**src/rtl/rv32v_memory_stage.sv**
```systemverilog
// RV32V memory stage: serialises two vector lanes onto one data-memory port.
// Optional RV32V_MEM_ALIGN_CHECK_EN suppresses misaligned lane accesses.
module rv32v_memory_stage #(
   parameter int WOFF_W  = 5,
   parameter int VTYPE_W = 8
) (
   input  logic               CLK,
   input  logic               nRST,
   input  logic               load,
   input  logic               store,
   input  logic               ena0,
   input  logic               ena1,
   input  logic [31:0]        aluresult0,
   input  logic [31:0]        aluresult1,
   input  logic [31:0]        storedata0,
   input  logic [31:0]        storedata1,
   input  logic               wen0,
   input  logic               wen1,
   input  logic [WOFF_W-1:0]  woffset0,
   input  logic [WOFF_W-1:0]  woffset1,
   input  logic               config_type,
   input  logic [31:0]        vl,
   input  logic [VTYPE_W-1:0] vtype,
   input  logic               stall_mem,
   input  logic               flush_mem,
   output logic               busy_mem,
   output logic               dmem_ren,
   output logic               dmem_wen,
   output logic [31:0]        dmem_addr,
   output logic [31:0]        dmem_wdata,
   input  logic [31:0]        dmem_rdata,
   input  logic               dmem_busy,
   output logic               wb_wen0,
   output logic               wb_wen1,
   output logic [31:0]        wb_wdat0,
   output logic [31:0]        wb_wdat1,
   output logic [WOFF_W-1:0]  wb_woffset0,
   output logic [WOFF_W-1:0]  wb_woffset1,
   output logic               wb_config_type,
   output logic [31:0]        wb_vl,
   output logic [VTYPE_W-1:0] wb_vtype
`ifdef RV32V_MEM_ALIGN_CHECK_EN
   ,
   output logic               misaligned
`endif
);

   typedef enum logic [1:0] {
      S_IDLE,
      S_LANE0,
      S_LANE1,
      S_DONE
   } state_t;

   state_t      r_state;
   state_t      w_next;
   logic [31:0] r_rdbuf0;
   logic [31:0] r_rdbuf1;
   logic        w_ls;
   logic        w_mis0;
   logic        w_mis1;
   logic        w_cap0;
   logic        w_cap1;
   logic        w_wb_upd;

   assign w_ls = load | store;

`ifdef RV32V_MEM_ALIGN_CHECK_EN
   assign w_mis0 = |aluresult0[1:0];
   assign w_mis1 = |aluresult1[1:0];
`else
   assign w_mis0 = 1'b0;
   assign w_mis1 = 1'b0;
`endif

   always_ff @(posedge CLK or negedge nRST) begin
      if (!nRST) r_state <= S_IDLE;
      else       r_state <= w_next;
   end

   always_comb begin
      w_next     = r_state;
      busy_mem   = 1'b0;
      dmem_ren   = 1'b0;
      dmem_wen   = 1'b0;
      dmem_addr  = '0;
      dmem_wdata = '0;
      w_cap0     = 1'b0;
      w_cap1     = 1'b0;
      w_wb_upd   = 1'b0;
      unique case (r_state)
         S_IDLE: begin
            if (w_ls & (ena0 | ena1)) begin
               busy_mem = 1'b1;
               w_next   = ena0 ? S_LANE0 : S_LANE1;
            end else begin
               w_wb_upd = ~stall_mem;
            end
         end
         S_LANE0: begin
            busy_mem = 1'b1;
            if (w_mis0) begin
               w_cap0 = load;
               w_next = ena1 ? S_LANE1 : S_DONE;
            end else begin
               dmem_ren   = load;
               dmem_wen   = store;
               dmem_addr  = aluresult0;
               dmem_wdata = storedata0;
               if (!dmem_busy) begin
                  w_cap0 = load;
                  w_next = ena1 ? S_LANE1 : S_DONE;
               end
            end
         end
         S_LANE1: begin
            busy_mem = 1'b1;
            if (w_mis1) begin
               w_cap1 = load;
               w_next = S_DONE;
            end else begin
               dmem_ren   = load;
               dmem_wen   = store;
               dmem_addr  = aluresult1;
               dmem_wdata = storedata1;
               if (!dmem_busy) begin
                  w_cap1 = load;
                  w_next = S_DONE;
               end
            end
         end
         S_DONE: begin
            if (!stall_mem) begin
               w_wb_upd = 1'b1;
               w_next   = S_IDLE;
            end
         end
         default: w_next = S_IDLE;
      endcase
      // flush wins over stall and any in-flight lane request
      if (flush_mem) begin
         w_next   = S_IDLE;
         w_wb_upd = 1'b0;
      end
   end

   always_ff @(posedge CLK or negedge nRST) begin
      if (!nRST) begin
         r_rdbuf0 <= '0;
         r_rdbuf1 <= '0;
      end else begin
         if (w_cap0) r_rdbuf0 <= w_mis0 ? 32'd0 : dmem_rdata;
         if (w_cap1) r_rdbuf1 <= w_mis1 ? 32'd0 : dmem_rdata;
      end
   end

   always_ff @(posedge CLK or negedge nRST) begin
      if (!nRST) begin
         wb_wen0        <= 1'b0;
         wb_wen1        <= 1'b0;
         wb_wdat0       <= '0;
         wb_wdat1       <= '0;
         wb_woffset0    <= '0;
         wb_woffset1    <= '0;
         wb_config_type <= 1'b0;
         wb_vl          <= '0;
         wb_vtype       <= '0;
      end else if (flush_mem) begin
         wb_wen0        <= 1'b0;
         wb_wen1        <= 1'b0;
         wb_wdat0       <= '0;
         wb_wdat1       <= '0;
         wb_woffset0    <= '0;
         wb_woffset1    <= '0;
         wb_config_type <= 1'b0;
         wb_vl          <= '0;
         wb_vtype       <= '0;
      end else if (w_wb_upd) begin
         wb_wen0        <= wen0 & ~store & (~load | (ena0 & ~w_mis0));
         wb_wen1        <= wen1 & ~store & (~load | (ena1 & ~w_mis1));
         wb_wdat0       <= load ? r_rdbuf0 : aluresult0;
         wb_wdat1       <= load ? r_rdbuf1 : aluresult1;
         wb_woffset0    <= woffset0;
         wb_woffset1    <= woffset1;
         wb_config_type <= config_type;
         wb_vl          <= vl;
         wb_vtype       <= vtype;
      end
   end

`ifdef RV32V_MEM_ALIGN_CHECK_EN
   logic r_mis;

   always_ff @(posedge CLK or negedge nRST) begin
      if (!nRST) r_mis <= 1'b0;
      else       r_mis <= (w_next == S_DONE) && (r_state != S_DONE) &&
                          ((ena0 & w_mis0) | (ena1 & w_mis1));
   end

   assign misaligned = r_mis;
`endif

endmodule

```
**config.mk**
```make
export PLATFORM = sky130hd
export DESIGN_NAME = rv32v_memory_stage
export DESIGN_NICKNAME = d
export VERILOG_FILES = /design/src/rtl/rv32v_memory_stage.sv
export SDC_FILE = /design/constraint.sdc
export NUM_CORES = 1
export LEC_CHECK = 0
export ABC_CLOCK_PERIOD_IN_PS = 1920
export BUFFER_PORTS_ARGS = -buffer_cell sky130_fd_sc_hd__buf_2
export CAP_MARGIN = 15
export CORE_MARGIN = 5
export CORE_UTILIZATION = 35
export CTS_CLUSTER_DIAMETER = 60
export DETAILED_ROUTE_END_ITERATION = 7
export HOLD_SLACK_MARGIN = 0.03
export PLACE_DENSITY_LB_ADDON = 0.2
export SLEW_MARGIN = 0
export SYNTH_ARGS = -nofsm -noshare
export SYNTH_HDL_FRONTEND = slang
export SYNTH_SLANG_ARGS = --single-unit
```
**constraint.sdc**
```tcl
create_clock -name CLK -period 1.92 [get_ports CLK]
set_input_delay 0.096 -clock CLK [delete_from_list [all_inputs] [get_ports CLK]]
set_output_delay 0.096 -clock CLK [all_outputs]
set_load 0.1 [all_outputs]
```
---- After elaboration in Yosys (flattened, before gate mapping) ----
Cells that the tools add are included.
storage, ports and cells
  bits in registers ....................... 183
  input port bits ......................... 222
  logic and storage cells ................. 76
operators by class
  equal/unequal tests ..................... 7
  multiplexer cells ....................... 41
  bitwise operators ....................... 12
  reduce and logical (&&, ||, !) cells .... 4
operator list
  cell                                                 number
  2-to-1 mux 32 bit                                    8
  case mux 32 bit (2 select lines)                     2
  2-to-1 mux 5 bit                                     4
  2-to-1 mux 1 bit                                     16
  2-to-1 mux 8 bit                                     2
  2-to-1 mux 2 bit                                     6
  != test 3 bit, second input constant                 4
  case mux 2 bit (4 select lines)                      1
  AND 1 bit                                            5
  equality test 2 bit, second input constant           2
  bitwise OR 1 bit                                     4
  case mux 1 bit (2 select lines)                      2
  AND reduction 4 bit                                  1
  NOT 1 bit                                            3
  equality test 2 x 1 -> 1 bit, second input constant  1
  logical NOT 2 bit                                    1
  nonzero test 2 bit                                   1
  OR reduction 2 bit                                   1

---- Longest topological paths before layout ----
  depth after elaboration ................. 7
  mapped depth ............................ 8
  depth with buffers taken out ............ 5

---- Least setup slack after synthesis ----
No wires, ideal clock.
  kind .................................... register to output
  start point ............................. reg r_state[0]
  end point ............................... out dmem_addr[2]
  arrival ................................. 2639 ps
  data required time ...................... 1824 ps
  setup slack ............................. -815 ps
  stages on the path, launching flop included .. 7
  buffers on the path ..................... 2
  cell sequence ........................... dfrtp_1 inv_1 ha_1 clkbuf_1 clkbuf_1 a22oi_1 nor2_1
on the way
  cells in the longest elaborated chain, start to end .. 2
  elaborated cells between the ends (all ways) .. 3
  classes of those cells .................. eq/ne (2); mux (1)
ends and longest elaborated chain
  what                                                                        line  RTL
  from (decl)                                                                 55    state_t r_state;
  from (signal assigned)                                                      78    else r_state <= w_next;
  equality test 2 bit / equality test 2 x 1 -> 1 bit (equally long branches)  91    unique case (r_state)
  case mux 32 bit (2 select lines) *                                          91
  to (decl)                                                                   29    output logic [31:0] dmem_addr,
Mark *: on every way between the ends. The rest lies on a longest branch, timed or not.

---- Worst setup path in the final report ----
  start point ............................. reg r_state[0]
  end point ............................... out dmem_wdata[26]
on the way
  cells in the longest elaborated chain, start to end .. 2
  elaborated cells between the ends (all ways) .. 3
  classes of those cells .................. eq/ne (2); mux (1)
ends and longest elaborated chain
  what                                                                        line  RTL
  equality test 2 bit / equality test 2 x 1 -> 1 bit (equally long branches)  91
  case mux 32 bit (2 select lines) *                                          91
  to (decl)                                                                   30    output logic [31:0] dmem_wdata,
Marked as above.

==> results.yml <==
pwr:
  combPwrFrac_pct: 64.7
  pwr-share-clk_pct: 13.1
  p_leak_nw: 7.44
  p_switching_w: 0.0137
  vdd_drop_max_mv: 0.975
  seq_power_share_pct: 22.2
  sw_frac_of_total_pct: 52.1
  p_int_w: 0.0126
  power_density_nw_per_um2: 1570
clock_tree:
  cts_root_buffer: "clkbuf_16"
  insertion_delay_ns: 0.44
  htreeDepth: 4
  cts_sinks: 183
  cts_buffers: 17
  cts_max_path_buffers: 2
  cts_tree: "yes"
  path_clk_slew_ns: 0.07
logic_synthesis:
  netlist_area_um2: 9520
  synth_xor_area_share_pct: 0
  synthAdderAreaFrac_pct: 0.657
  synth_compound_area_share_pct: 16.1
  synth-edff-count: 0
  synth-seq-cells: 183
  seq_area_frac_synth_pct: 48.1
  synth.area.mux_share_pct: 20.1
  syn_inst: 849
  synth_top_area_cell: "dfrtp_1"
  yosysMostFrequentCell: "dfrtp_1"
  yosys.area_share.simple_pct: 10.4
  synth.distinct_cells: 27
  yosys-top-cells-count: "dfrtp_1 (183), a211oi_1 (124), mux2i_1 (119)"
  avgSynthCellArea_um2: 11.2
  syn_nets: 1076
  yosys_warnings: 0
  synthFlopType: "dfrtp_1"
  yosysTopAreaCellShare_pct: 48.1
  synth_area_leaders: "dfrtp_1 (48%), mux2i_1 (13%), a211oi_1 (9.8%), mux2_2 (7.6%), nand2b_1 (7.2%)"
  async_reset_ff_share_pct: 100
  synth_top_family_by_area: "multiplexers"
timing:
  fin_crit_sh_pct: 107
  fmax_mhz: 486
  worst_pin_slew_ns: 0.731
  postLayoutSetupSlackWorst_ns: -0.139
  finalHoldViolations: 0
  finalClockSkew_ns: 0.0114
  rsz0062_at_grt: "true"
  maxSlewViolCount: 0
  relSlewSlack_pct: 51.3
  finalCriticalPeriod_ns: 2.06
  fin_hold_ws_ns: 0.0466
  setup_viol: 73
critical_path:
  path_max_fanout: 7
  cpLargestDelayFamily: "buffers and inverters"
  crit_required_ns: 1.82
  cp_cell_sequence: "inv_2 > buf_6 > ha_4 > buf_6 > buf_12 > a22oi_2 > nor2_4 > buf_12"
  timing_worst_setup_path_type: "register to primary output"
  cp_slowest_cell: "dfrtp_1"
  start_kind: "register"
  crit_arrival_ns: 1.96
  cp-end-kind: "primary output"
  worst-path-buf-inv: 5
  slowest_delay_ns: 0.39
final_layout:
  syn2layout_area_growth_pct: 75.7
  regArea_um2: 4580
  multiInputGateArea_um2: 5480
  fin_cells: 1740
  fin_area_um2: 16700
  nFillCells: 2147
  drive_above_1_share_pct: 53.8
  layout.nets: 1611
floorplanning:
  initial_utilization_pct: 35.4
  io_pins: 406
  core_area_um2: 26900
  die_y_um: 175
  die_w_um: 175
  rows: 60
  die_area_um2: 30600
placed_design:
  gp_congestion: 0.794
  hpwl_um: 25100
  placed_cells: 1554
  place_area_um2: 13700
  portBuffers: 405
route:
  vias_per_cell: 5.29
  post-route-drc-count: 0
  drtIter0Drc: 454
  avgRoutedWirePerCell_um: 22.7
  finalWirelength_um: 39500
  dr.pass1.iters: 4
  ant_nets: 0
  vias: 9205
run_status:
  violations: "negative setup slack"
  status: "complete, but fails checks"
global_route:
  antenna_found_initial: 5
  track_usage_pct: 23.8
  grt_max_degree: 95
  grt_overflow: 0
  grt_pass1_wl_um: 57200
  first_global_vias: 9617
job:
  drv_cap: 0
worst_hold_path:
  hp-class: "input port to register"
-- cell families after synthesis --
logic type / count (synthesis)
and+or+nand+nor: 185
AOI/OAI and AO/OA: 201
adders and majority gates: 5
muxes: 183
buffers and inverters: 92
DFF: 183
-- routing by layer --
| layer | vias to the layer above | GRT usage [%] | wire length [µm] |
|---|---|---|---|
| li1 | 4189 | - | - |
| met1 | 4594 | 30.3 | 16600 |
| met2 | 364 | 39.9 | 19400 |
| met3 | 52 | 5.99 | 2570 |
| met4 | 6 | 7.27 | 884 |
| met5 | - | 0 | 28 |
-- worst paths after layout --
check	startpoint	end	slack [ns]	cells after the start
hold / removal	aluresult1[15]	wb_wdat1[15]	0.05	3
setup / recovery	r_state[0]	dmem_wdata[26]	-0.14	8
hold reg to reg	r_rdbuf1[16]	r_rdbuf1[16]	0.51	1
max in group asynchronous	nRST	wb_wdat1[23]	1.01	3
min in group asynchronous	nRST	wb_vl[28]	0.20	2
setup reg to reg	r_state[1]	wb_vl[21]	-0.02	9
-- through the flow --
| stage | setup TNS [ns] | total power, W | util, % | worst slack (ns) |
|---|---|---|---|---|
| after floorplan | -4.79 | 0.0163 | - | -0.383 |
| after global placement | 0 | 0.0203 | 51.1 | 0.0630 |
| after detailed placement | -0.0378 | 0.0204 | 51.1 | -0.0126 |
| after CTS | -6.06 | 0.0256 | 60.2 | -0.138 |
| after global routing | -14.82 | 0.0272 | 62.2 | -0.223 |
| final | -6.11 | 0.0263 | 62.2 | -0.139 |
-- placed cells by master, fill, tap and decap left out, types with 3 or more instances in the layout --
cell,instances
mux2i_1,115
buf_8,3
ha_4,3
clkbuf_8,4
nand2b_1,109
a211oi_2,19
buf_16,11
nor2_1,3
buf_2,335
a22oi_1,7
a211oi_1,108
a22oi_2,57
nor2_2,4
buf_4,26
inv_6,5
dfrtp_1,183
buf_6,13
clkbuf_16,27
clkinv_4,3
nor2_4,60
mux2_2,64
buf_12,96
dlygate4sd3_1,107
-- sequential cells by signal, indices dropped and copies added (netlist names) --
| register | count |
|---|---|
| wb_woffset1 | 5 |
| wb_wen0 | 1 |
| wb_woffset0 | 5 |
| r_rdbuf0 | 32 |
| r_rdbuf1 | 32 |
| r_state | 2 |
| wb_vl | 32 |
| wb_config_type | 1 |
| wb_wdat0 | 32 |
| wb_wdat1 | 32 |
| wb_vtype | 8 |
| wb_wen1 | 1 |
-- worst reg2reg max path, delay by kind of cell (launching register included) --
| kind | cells | cell delay, ns |
|---|---|---|
| buf+inv | 5 | 0.65 |
| flops | 1 | 0.39 |
| fa+ha+maj | 1 | 0.22 |
| simple gates | 1 | 0.21 |
| compound gates | 1 | 0.18 |
| mux | 1 | 0.21 |
-- layout make-up --
type	instances	share of cell area, %
repair buffers	602	33.6
well taps	341	2.55
flip-flops and latches	183	27.4
clock inverters	10	0.509
clock buffers	22	2.84
inverters	4	0.247
diodes	2	0.0299
multi-input cells	575	32.7
repair inverters	1	0.0673
-- what timing repair did --
| item | CTS | global route |
|---|---|---|
| pin swaps | 35 | 53 |
| setup buffers | 18 | 10 |
| endpoints found under the setup margin | 88 | 167 |
| hold endpoints to repair | 196 | 0 |
| hold buffers | 107 | 0 |
| gates resized for setup | 79 | 54 |
| cloned | 11 | 12 |
-- power by group through the flow --
stage	clock network (W)	logic [W]	registers (W)
floorplan	0	0.00631	0.00997
global placement	0	0.0145	0.00581
detailed placement	0	0.0146	0.00586
CTS	0.00352	0.0163	0.00580
global route	0.00368	0.0176	0.00595
finish	0.00344	0.0170	0.00583
No activity file was read; power rests on OpenSTA's default activity.
